`src/rtl/riscv_pkg.sv`:
```
// rtl/riscv_pkg.sv - RV32I decode constants, control codes and immediate extender
package riscv_pkg;

    localparam int XLEN  = 32;
    localparam int NREGS = 32;

    localparam logic [6:0] OP_LOAD   = 7'b0000011;
    localparam logic [6:0] OP_STORE  = 7'b0100011;
    localparam logic [6:0] OP_RTYPE  = 7'b0110011;
    localparam logic [6:0] OP_ITYPE  = 7'b0010011;
    localparam logic [6:0] OP_BRANCH = 7'b1100011;
    localparam logic [6:0] OP_JAL    = 7'b1101111;

    typedef enum logic [2:0] {
        ALU_ADD = 3'b000,
        ALU_SUB = 3'b001,
        ALU_AND = 3'b010,
        ALU_OR  = 3'b011,
        ALU_SLT = 3'b101
    } alu_ctrl_e;

    typedef enum logic [1:0] {
        RES_ALU = 2'b00,
        RES_MEM = 2'b01,
        RES_PC4 = 2'b10
    } result_src_e;

    typedef enum logic [2:0] {
        IMM_NONE = 3'd0,
        IMM_I    = 3'd1,
        IMM_S    = 3'd2,
        IMM_B    = 3'd3,
        IMM_J    = 3'd4
    } imm_src_e;

    function automatic logic [XLEN-1:0] immExtend(input logic [31:0] instr, input imm_src_e immSrc);
        case (immSrc)
            IMM_I:   immExtend = {{20{instr[31]}}, instr[31:20]};
            IMM_S:   immExtend = {{20{instr[31]}}, instr[31:25], instr[11:7]};
            IMM_B:   immExtend = {{20{instr[31]}}, instr[7], instr[30:25], instr[11:8], 1'b0};
            IMM_J:   immExtend = {{12{instr[31]}}, instr[19:12], instr[20], instr[30:21], 1'b0};
            default: immExtend = '0;
        endcase
    endfunction

endpackage

```
`src/rtl/register_file.sv`:
```
// rtl/register_file.sv - 32x32 register file, two async reads with write-through bypass
module register_file
    import riscv_pkg::*;
(
    input  logic            clk,
    input  logic            rst,
    input  logic [4:0]      a1,
    input  logic [4:0]      a2,
    output logic [XLEN-1:0] rd1,
    output logic [XLEN-1:0] rd2,
    input  logic            we3,
    input  logic [4:0]      a3,
    input  logic [XLEN-1:0] wd3
);

    logic [XLEN-1:0] regs [NREGS];

    always_ff @(posedge clk) begin
        if (rst) begin
            for (int i = 0; i < NREGS; i++) regs[i] <= '0;
        end else if (we3 && (a3 != 5'd0)) begin
            regs[a3] <= wd3;
        end
    end

    // A nonzero read address equal to a live write address forwards the write data.
    always_comb begin
        rd1 = '0;
        rd2 = '0;
        if (a1 != 5'd0) rd1 = (we3 && (a3 == a1)) ? wd3 : regs[a1];
        if (a2 != 5'd0) rd2 = (we3 && (a3 == a2)) ? wd3 : regs[a2];
    end

endmodule

```
`src/rtl/decode_cycle.sv`:
```
// rtl/decode_cycle.sv - RV32I decode stage: control decode, register read, immediate extend, D->E register
module decode_cycle
    import riscv_pkg::*;
(
    input  logic            clk,
    input  logic            rst,
    input  logic [31:0]     InstrD,
    input  logic [XLEN-1:0] PCD,
    input  logic [XLEN-1:0] PCPlus4D,
    input  logic            FlushE,
    input  logic            RegWriteW,
    input  logic [4:0]      RDW,
    input  logic [XLEN-1:0] ResultW,
    output logic            RegWriteE,
    output logic [1:0]      ResultSrcE,
    output logic            MemWriteE,
    output logic            JumpE,
    output logic            BranchE,
    output logic [2:0]      ALUControlE,
    output logic            ALUSrcE,
    output logic [XLEN-1:0] RD1E,
    output logic [XLEN-1:0] RD2E,
    output logic [XLEN-1:0] ImmExtE,
    output logic [4:0]      RS1E,
    output logic [4:0]      RS2E,
    output logic [4:0]      RDE,
    output logic [XLEN-1:0] PCE,
    output logic [XLEN-1:0] PCPlus4E
);

    logic [6:0]      opcode;
    logic [2:0]      funct3;
    logic            regWriteD, memWriteD, jumpD, branchD, aluSrcD, aluFromFunct3;
    result_src_e     resultSrcD;
    alu_ctrl_e       aluControlD;
    imm_src_e        immSrcD;
    logic [XLEN-1:0] rd1D, rd2D, immExtD;

    assign opcode = InstrD[6:0];
    assign funct3 = InstrD[14:12];

    register_file regFile (
        .clk (clk),
        .rst (rst),
        .a1  (InstrD[19:15]),
        .a2  (InstrD[24:20]),
        .rd1 (rd1D),
        .rd2 (rd2D),
        .we3 (RegWriteW),
        .a3  (RDW),
        .wd3 (ResultW)
    );

    always_comb begin
        regWriteD     = 1'b0;
        memWriteD     = 1'b0;
        jumpD         = 1'b0;
        branchD       = 1'b0;
        aluSrcD       = 1'b0;
        aluFromFunct3 = 1'b0;
        resultSrcD    = RES_ALU;
        aluControlD   = ALU_ADD;
        immSrcD       = IMM_NONE;
        case (opcode)
            OP_LOAD:   begin regWriteD = 1'b1; aluSrcD = 1'b1; resultSrcD = RES_MEM; immSrcD = IMM_I; end
            OP_STORE:  begin memWriteD = 1'b1; aluSrcD = 1'b1; immSrcD = IMM_S; end
            OP_RTYPE:  begin regWriteD = 1'b1; aluFromFunct3 = 1'b1; end
            OP_ITYPE:  begin regWriteD = 1'b1; aluSrcD = 1'b1; aluFromFunct3 = 1'b1; immSrcD = IMM_I; end
            OP_BRANCH: begin branchD = 1'b1; aluControlD = ALU_SUB; immSrcD = IMM_B; end
            OP_JAL:    begin regWriteD = 1'b1; jumpD = 1'b1; resultSrcD = RES_PC4; immSrcD = IMM_J; end
            default:   ;
        endcase
        // funct7[5] selects sub only for register-register ops; addi has no sub form.
        if (aluFromFunct3) begin
            case (funct3)
                3'b000:  aluControlD = (opcode == OP_RTYPE && InstrD[30]) ? ALU_SUB : ALU_ADD;
                3'b010:  aluControlD = ALU_SLT;
                3'b110:  aluControlD = ALU_OR;
                3'b111:  aluControlD = ALU_AND;
                default: aluControlD = ALU_ADD;
            endcase
        end
        immExtD = immExtend(InstrD, immSrcD);
    end

    always_ff @(posedge clk) begin
        if (rst || FlushE) begin
            RegWriteE   <= 1'b0;
            ResultSrcE  <= 2'b00;
            MemWriteE   <= 1'b0;
            JumpE       <= 1'b0;
            BranchE     <= 1'b0;
            ALUControlE <= 3'b000;
            ALUSrcE     <= 1'b0;
            RD1E        <= '0;
            RD2E        <= '0;
            ImmExtE     <= '0;
            RS1E        <= '0;
            RS2E        <= '0;
            RDE         <= '0;
            PCE         <= '0;
            PCPlus4E    <= '0;
        end else begin
            RegWriteE   <= regWriteD;
            ResultSrcE  <= resultSrcD;
            MemWriteE   <= memWriteD;
            JumpE       <= jumpD;
            BranchE     <= branchD;
            ALUControlE <= aluControlD;
            ALUSrcE     <= aluSrcD;
            RD1E        <= rd1D;
            RD2E        <= rd2D;
            ImmExtE     <= immExtD;
            RS1E        <= InstrD[19:15];
            RS2E        <= InstrD[24:20];
            RDE         <= InstrD[11:7];
            PCE         <= PCD;
            PCPlus4E    <= PCPlus4D;
        end
    end

endmodule

```
`config.mk`:
```
export PLATFORM = sky130hd
export DESIGN_NAME = decode_cycle
export DESIGN_NICKNAME = d
export VERILOG_FILES = /design/src/rtl/riscv_pkg.sv /design/src/rtl/register_file.sv /design/src/rtl/decode_cycle.sv
export SDC_FILE = /design/constraint.sdc
export NUM_CORES = 2
export LEC_CHECK = 0
export ABC_CLOCK_PERIOD_IN_PS = 2500
export BUFFER_PORTS_ARGS = -buffer_cell sky130_fd_sc_hd__buf_2
export CAP_MARGIN = 40
export CORE_ASPECT_RATIO = 0.6
export CORE_UTILIZATION = 30
export DETAILED_ROUTE_END_ITERATION = 12
export SETUP_SLACK_MARGIN = 0.3
export SYNTH_ARGS = -nofsm -noshare
export SYNTH_HDL_FRONTEND = slang
export SYNTH_SLANG_ARGS = --single-unit
```
`constraint.sdc`:
```
create_clock -name clk -period 2.5 [get_ports clk]
set_input_delay 0.25 -clock clk [delete_from_list [all_inputs] [get_ports clk]]
set_output_delay 0.25 -clock clk [all_outputs]
set_load 0.01 [all_outputs]
```
# After elaboration in Yosys (flattened, before gate mapping)

Memories as Yosys holds them, arrays and structs flattened. A register that Yosys moved wholly into a read port is not among the register bits.
Index checks and enable logic that the tools add are counted.

Output and inout bits: 185
Word-level logic and storage cells: 64
Input bits: 137
Memories: 1
Memory bits (writable): 1024
Bits in registers: 121

Memory list:

| name         | depth | bits a word | rd ports | clocked after Yosys merged registers in | wr ports | line                | text |
|---|---|---|---|---|---|---|---|
| regFile.regs | 32    | 32          | 2        | 2                                       | 32       | register_file.sv:16 | `logic [XLEN-1:0] regs [NREGS];` |

Bitwise operators: 2
Reduce and logical (&&, ||, !) cells: 14
Multiplexer cells: 21
Eq/ne operators: 13

Operators by type and width:

| cell                                                            | count |
|---|---|
| 32-bit case mux with 4 select lines                             | 1 |
| 32-bit two-way mux                                              | 1 |
| 32-bit OR reduction                                             | 1 |
| 3-bit case mux with 4 select lines                              | 2 |
| 5-bit nonzero test                                              | 3 |
| 7-bit by 6-bit == test with 1-bit output, second input constant | 2 |
| 7-bit == test, second input constant                            | 2 |
| 1-bit two-way mux                                               | 14 |
| 3-bit by 2-bit == test with 1-bit output, second input constant | 3 |
| 3-bit == test, second input constant                            | 3 |
| 2-bit OR reduction                                              | 4 |
| 7-bit by 2-bit == test with 1-bit output, second input constant | 1 |
| 7-bit by 5-bit == test with 1-bit output, second input constant | 1 |
| 5-bit two-way mux                                               | 1 |
| 2-bit case mux with 2 select lines                              | 1 |
| 4-bit OR reduction                                              | 1 |
| 3-bit by 1-bit == test with 1-bit output, second input constant | 1 |
| 3-bit zero test                                                 | 1 |
| 3-bit two-way mux                                               | 1 |
| 3-bit OR reduction                                              | 1 |
| 1-bit logical AND                                               | 2 |
| 1-bit NOT                                                       | 2 |
| 1-bit logical OR                                                | 1 |

# Longest topological paths before layout

Depth in word-level cells: 7
Mapped depth: 10
Depth with buffers taken out: 5

# Modules after synthesis

A second synthesis with hierarchy kept.

Cell total of the unflattened synthesis: 4160
Area total of the unflattened synthesis: 59721.0 µm²

By module, submodules not included:

| module        | times used | seq. area each (µm²) | area each (µm²) | cells an instance |
|---|---|---|---|---|
| register_file | 1          | 30749.5              | 54722.5         | 3740 |
| decode_cycle  | 1          | 3483.3               | 4998.5          | 420 |

# Least setup slack after synthesis

Ideal clock, no wire load.

Kind: input-to-reg
From: in InstrD[15]
To: reg RD1E[4] (read register of regFile.regs)
Required time: 2.378 ns
Path buffers: 3
Slack: 0.197 ns
Cell stages on the path: 7
Arrival: 2.182 ns
Cell sequence: buf_2 -> clkbuf_1 -> buf_2 -> mux4_2 -> nor2b_1 -> o311a_1 -> a221o_1

Cells in the longest elaborated chain, start to end: 3

Ends and longest elaborated chain:

| item                         | line                | text |
|---|---|---|
| start, declared              | decode_cycle.sv:7   | `input logic [31:0] InstrD,` |
| 5-bit nonzero test           | register_file.sv:30 | `if (a1 != 5'd0) rd1 = (we3 && (a3 == a1)) ? wd3 : regs[a1];` |
| 1-bit NOT (no line)          | -                   |  |
| 2-bit OR reduction (no line) | -                   |  |
| end, declared                | decode_cycle.sv:21  | `output logic [XLEN-1:0] RD1E,` |

Several ways; a longest one is shown, not always the timed one.
A chain may end at the register's enable or synchronous reset.

==> summary.txt <==
Logic synthesis
  • Ys flop type: edfxtp_1
  • Xor/xnor share of the synthesized area: 0.00146
  • YS warnings: 0
  • Largest cells by area after synthesis: edfxtp_1 51%, mux4_2 17%, and2_1 11%
  • Leading area contributor after synthesis: edfxtp_1
  • Compound-Gate Fraction of Synth Area: 0.0471
  • Mapped Cells: 4,050
  • Simple-gate share of the synthesized area: 0.141
  • Largest family of logic cells by synthesized area: multiplexers
  • Post-synth EDFFs: 1,024
  • Seq/Total Area, Yosys: 0.572
  • Post-synthesis mux area share: 0.208
  • Synth Area in Adders: 0
  • Synth unique cells: 48
  • Top-area cell type share of the netlist area: 0.514
  • #FFs+latches synth: 1,198
  • Post-Synthesis Cell Area: 0.0598 sq mm
  • Post-synth ARST share: 0
  • Avg Cell Area, Syn: 14.8 sq um

Floorplanning
  • Die area: 0.201 sq mm
  • Core Region: 0.197 sq mm
  • Row count: 126
  • Chip width: 579 um
  • Die H: 348 um
  • Initial Util: 0.303
  • # IOs: 322

Run status
  • Status: finished clean

Route
  • WL per Instance: 32.7 um
  • Remaining antenna violation count: 0
  • Via/cell ratio: 5.72
  • Remaining DRCs: 0
  • Starting DRT DRC Count: 7,169
  • DR vias: 41,406
  • Drt first pass iters: 6
  • DRT Wirelength: 237 mm

Clock tree
  • Root buf cell: clkbuf_16
  • Clock Sinks: 1,198
  • CTS Buf Count: 112
  • Worst-Skew Late Latency: 0.74 ns
  • Worst-path clk slew: 0.07 ns
  • Setup Buffers After CTS: 0
  • H-tree depth: 3
  • CTS tree: yes
  • Longest Clk Path Bufs: 3

Placement
  • Port Buf Inserts: 321
  • Dpl cells: 6,924
  • Gpl congestion: 0.877
  • Dpl hpwl: 150 mm
  • Dpl ws: -0.0505 ns

Critical path
  • CP required: 3.11 ns
  • Cell mode on critical path: mux4_2
  • WS Path Type: flop to flop
  • Crit-path cells: mux4_2, mux4_2, mux2_2, a22o_1
  • CP max FO: 2
  • Worst Path Arrival: 2.65 ns
  • Critical Path End Type: flop
  • CP startpoint kind: flop
  • Critical path's slowest cell: mux4_2
  • Max stage delay on crit path: 0.51 ns

Finish
  • # fillers: 18,581
  • Area Growth Syn to Fin: 20.0%
  • Layout cells sized above 1: 0.297
  • Post-layout nets: 4,644
  • Most common cell after layout, fill and taps aside: and2_1
  • Final Non-Filler Cells: 7,242
  • Commonest non-fill, non-tap cells in the layout: 1,080 x and2_1, 1,024 x edfxtp_1, 462 x mux4_2, 312 x buf_2, 215 x buf_4

STA
  • Final period util: 0.814
  • Relative slew slack: 0.432
  • Final setup vio count: 0
  • Setup Skew: 0.0278 ns
  • Worst Tran Pin Value: 0.852 ns
  • RSZ-0062 raised after global routing: false
  • Final Max Tran Viols: 0
  • Hold Fails Final Rpt: 0
  • Setup ws final: 0.464 ns
  • Minimum clock period: 2.04 ns
  • Achievable frequency: 491 MHz

Global route
  • GRT Util Overall: 0.230
  • Total congestion overflow: 0
  • Initial antenna violation count: 39
  • First-pass GRT wire length: 323 mm
  • Vias in the first global route: 39,640
  • Largest net degree at the start of global routing: 81

Power and ir drop
  • Max IR drop VDD: 0.593 mV
  • Comb pwr share: 0.125
  • Switching Share: 0.256
  • Clock share of power: 0.378
  • Internal power: 34.9 mW
  • Reg power frac: 0.498
  • Power density over the cells: 654 mW/mm^2
  • LEAKAGE: 26.0 nW
  • Switch Pwr: 12.0 mW

Job
  • Max-Cap Viols: 0

Worst hold path
  • Worst min path class: input port to flop
-- cells by family after synthesis --
logic type | Yosys count
AOI/OAI and AO/OA | 359
xor gates and xnor gates | 10
buffers and inverters | 427
DFF | 1198
muxes | 666
other | 1
and+or+nand+nor | 1389
-- Yosys cell counts, types with 4 or more instances --
cell type	instances
xnor2_1	7
or2_2	35
mux2i_1	194
nand3_1	7
nor2b_1	116
a22oi_1	7
a32o_1	19
nor3_1	26
nand2_1	45
mux2_2	10
a22o_1	13
buf_2	65
and2_1	1081
o22ai_1	46
buf_1	30
dfxtp_1	174
a221o_1	96
inv_1	4
a211oi_1	45
buf_6	7
nor2_1	56
mux4_2	462
clkbuf_1	297
buf_4	24
edfxtp_1	1024
or3_1	8
nand3b_1	5
a21oi_1	81
o311a_1	33
-- final timing paths --
path,from,endpoint,slack [ns],cells after the start
hold reg to reg,regFile.regs[9][2],RD2E[2],0.83,4
hold / removal,ResultW[14],RD2E[14],0.1,2
setup / recovery,regFile.regs[7][21],RD2E[21],0.46,4
setup reg to reg,regFile.regs[7][21],RD2E[21],0.46,4
-- stage by stage --
stage / hold slack [ns] / area [sq um] / TNS, ns / util / power (mW)
after floorplan: 0.327 / 60000 / 0 / - / 26.7
after global placement: 0.449 / 67100 / 0 / 0.340 / 29.3
after detailed placement: 0.453 / 67200 / -0.0505 / 0.340 / 29.4
after CTS: 0.0318 / 71800 / 0 / 0.364 / 47.0
after global routing: 0.0505 / 71800 / 0 / 0.364 / 48.1
final: 0.0963 / 71800 / 0 / 0.364 / 46.9
-- metal layers --
metal  up-vias  GRT usage  wire length [um]
met5         -          0                54
met4         8     0.0646              7190
met3       435     0.0852             36500
met2      3351      0.314             96100
met1     21295      0.337             96900
li1      16317          -                 -
-- final cells by class --
class	instances	area, sq um	area share
Timing Repair Buffer	735	6380	0.0888
Tap cell	2624	3280	0.0457
Clock buffer	163	3220	0.0448
Multi-Input combinational cell	2456	24200	0.337
Clock inverter	49	464	0.00646
Antenna cell	13	32.5	0.000453
Sequential cell	1198	34200	0.477
Inverter	4	15.0	0.000209
-- timing repair --
item,in CTS,in global routing
hold buffers,93,0
gates resized for setup,0,2
endpoints found under the setup margin,0,3
endpoints found under the hold margin,99,0
-- power groups by stage --
stage	Sequential (mW)	Combinational, mW	Clock, mW
after floorplan	23.5	3.19	0
after global placement	23.7	5.57	0
after detailed placement	23.8	5.60	0
after CTS	23.3	5.73	17.9
after global routing	23.5	6.04	18.6
final	23.4	5.85	17.7
-- sequential cells by signal, indices dropped and copies added, names as in the netlist, 5 cells and up --
signal	flops
regFile.regs	1024
ImmExtE	21
RS2E	5
PCPlus4E	32
RDE	5
RS1E	5
RD2E	32
RD1E	32
PCE	32
-- critical path, delay by kind of cell (launching register included) --
family          cells  cell delay (ns)
mux                 3             1.26
flops               1             0.47
compound gates      1             0.18
Note: power is estimated with default switching activity, not from simulation.
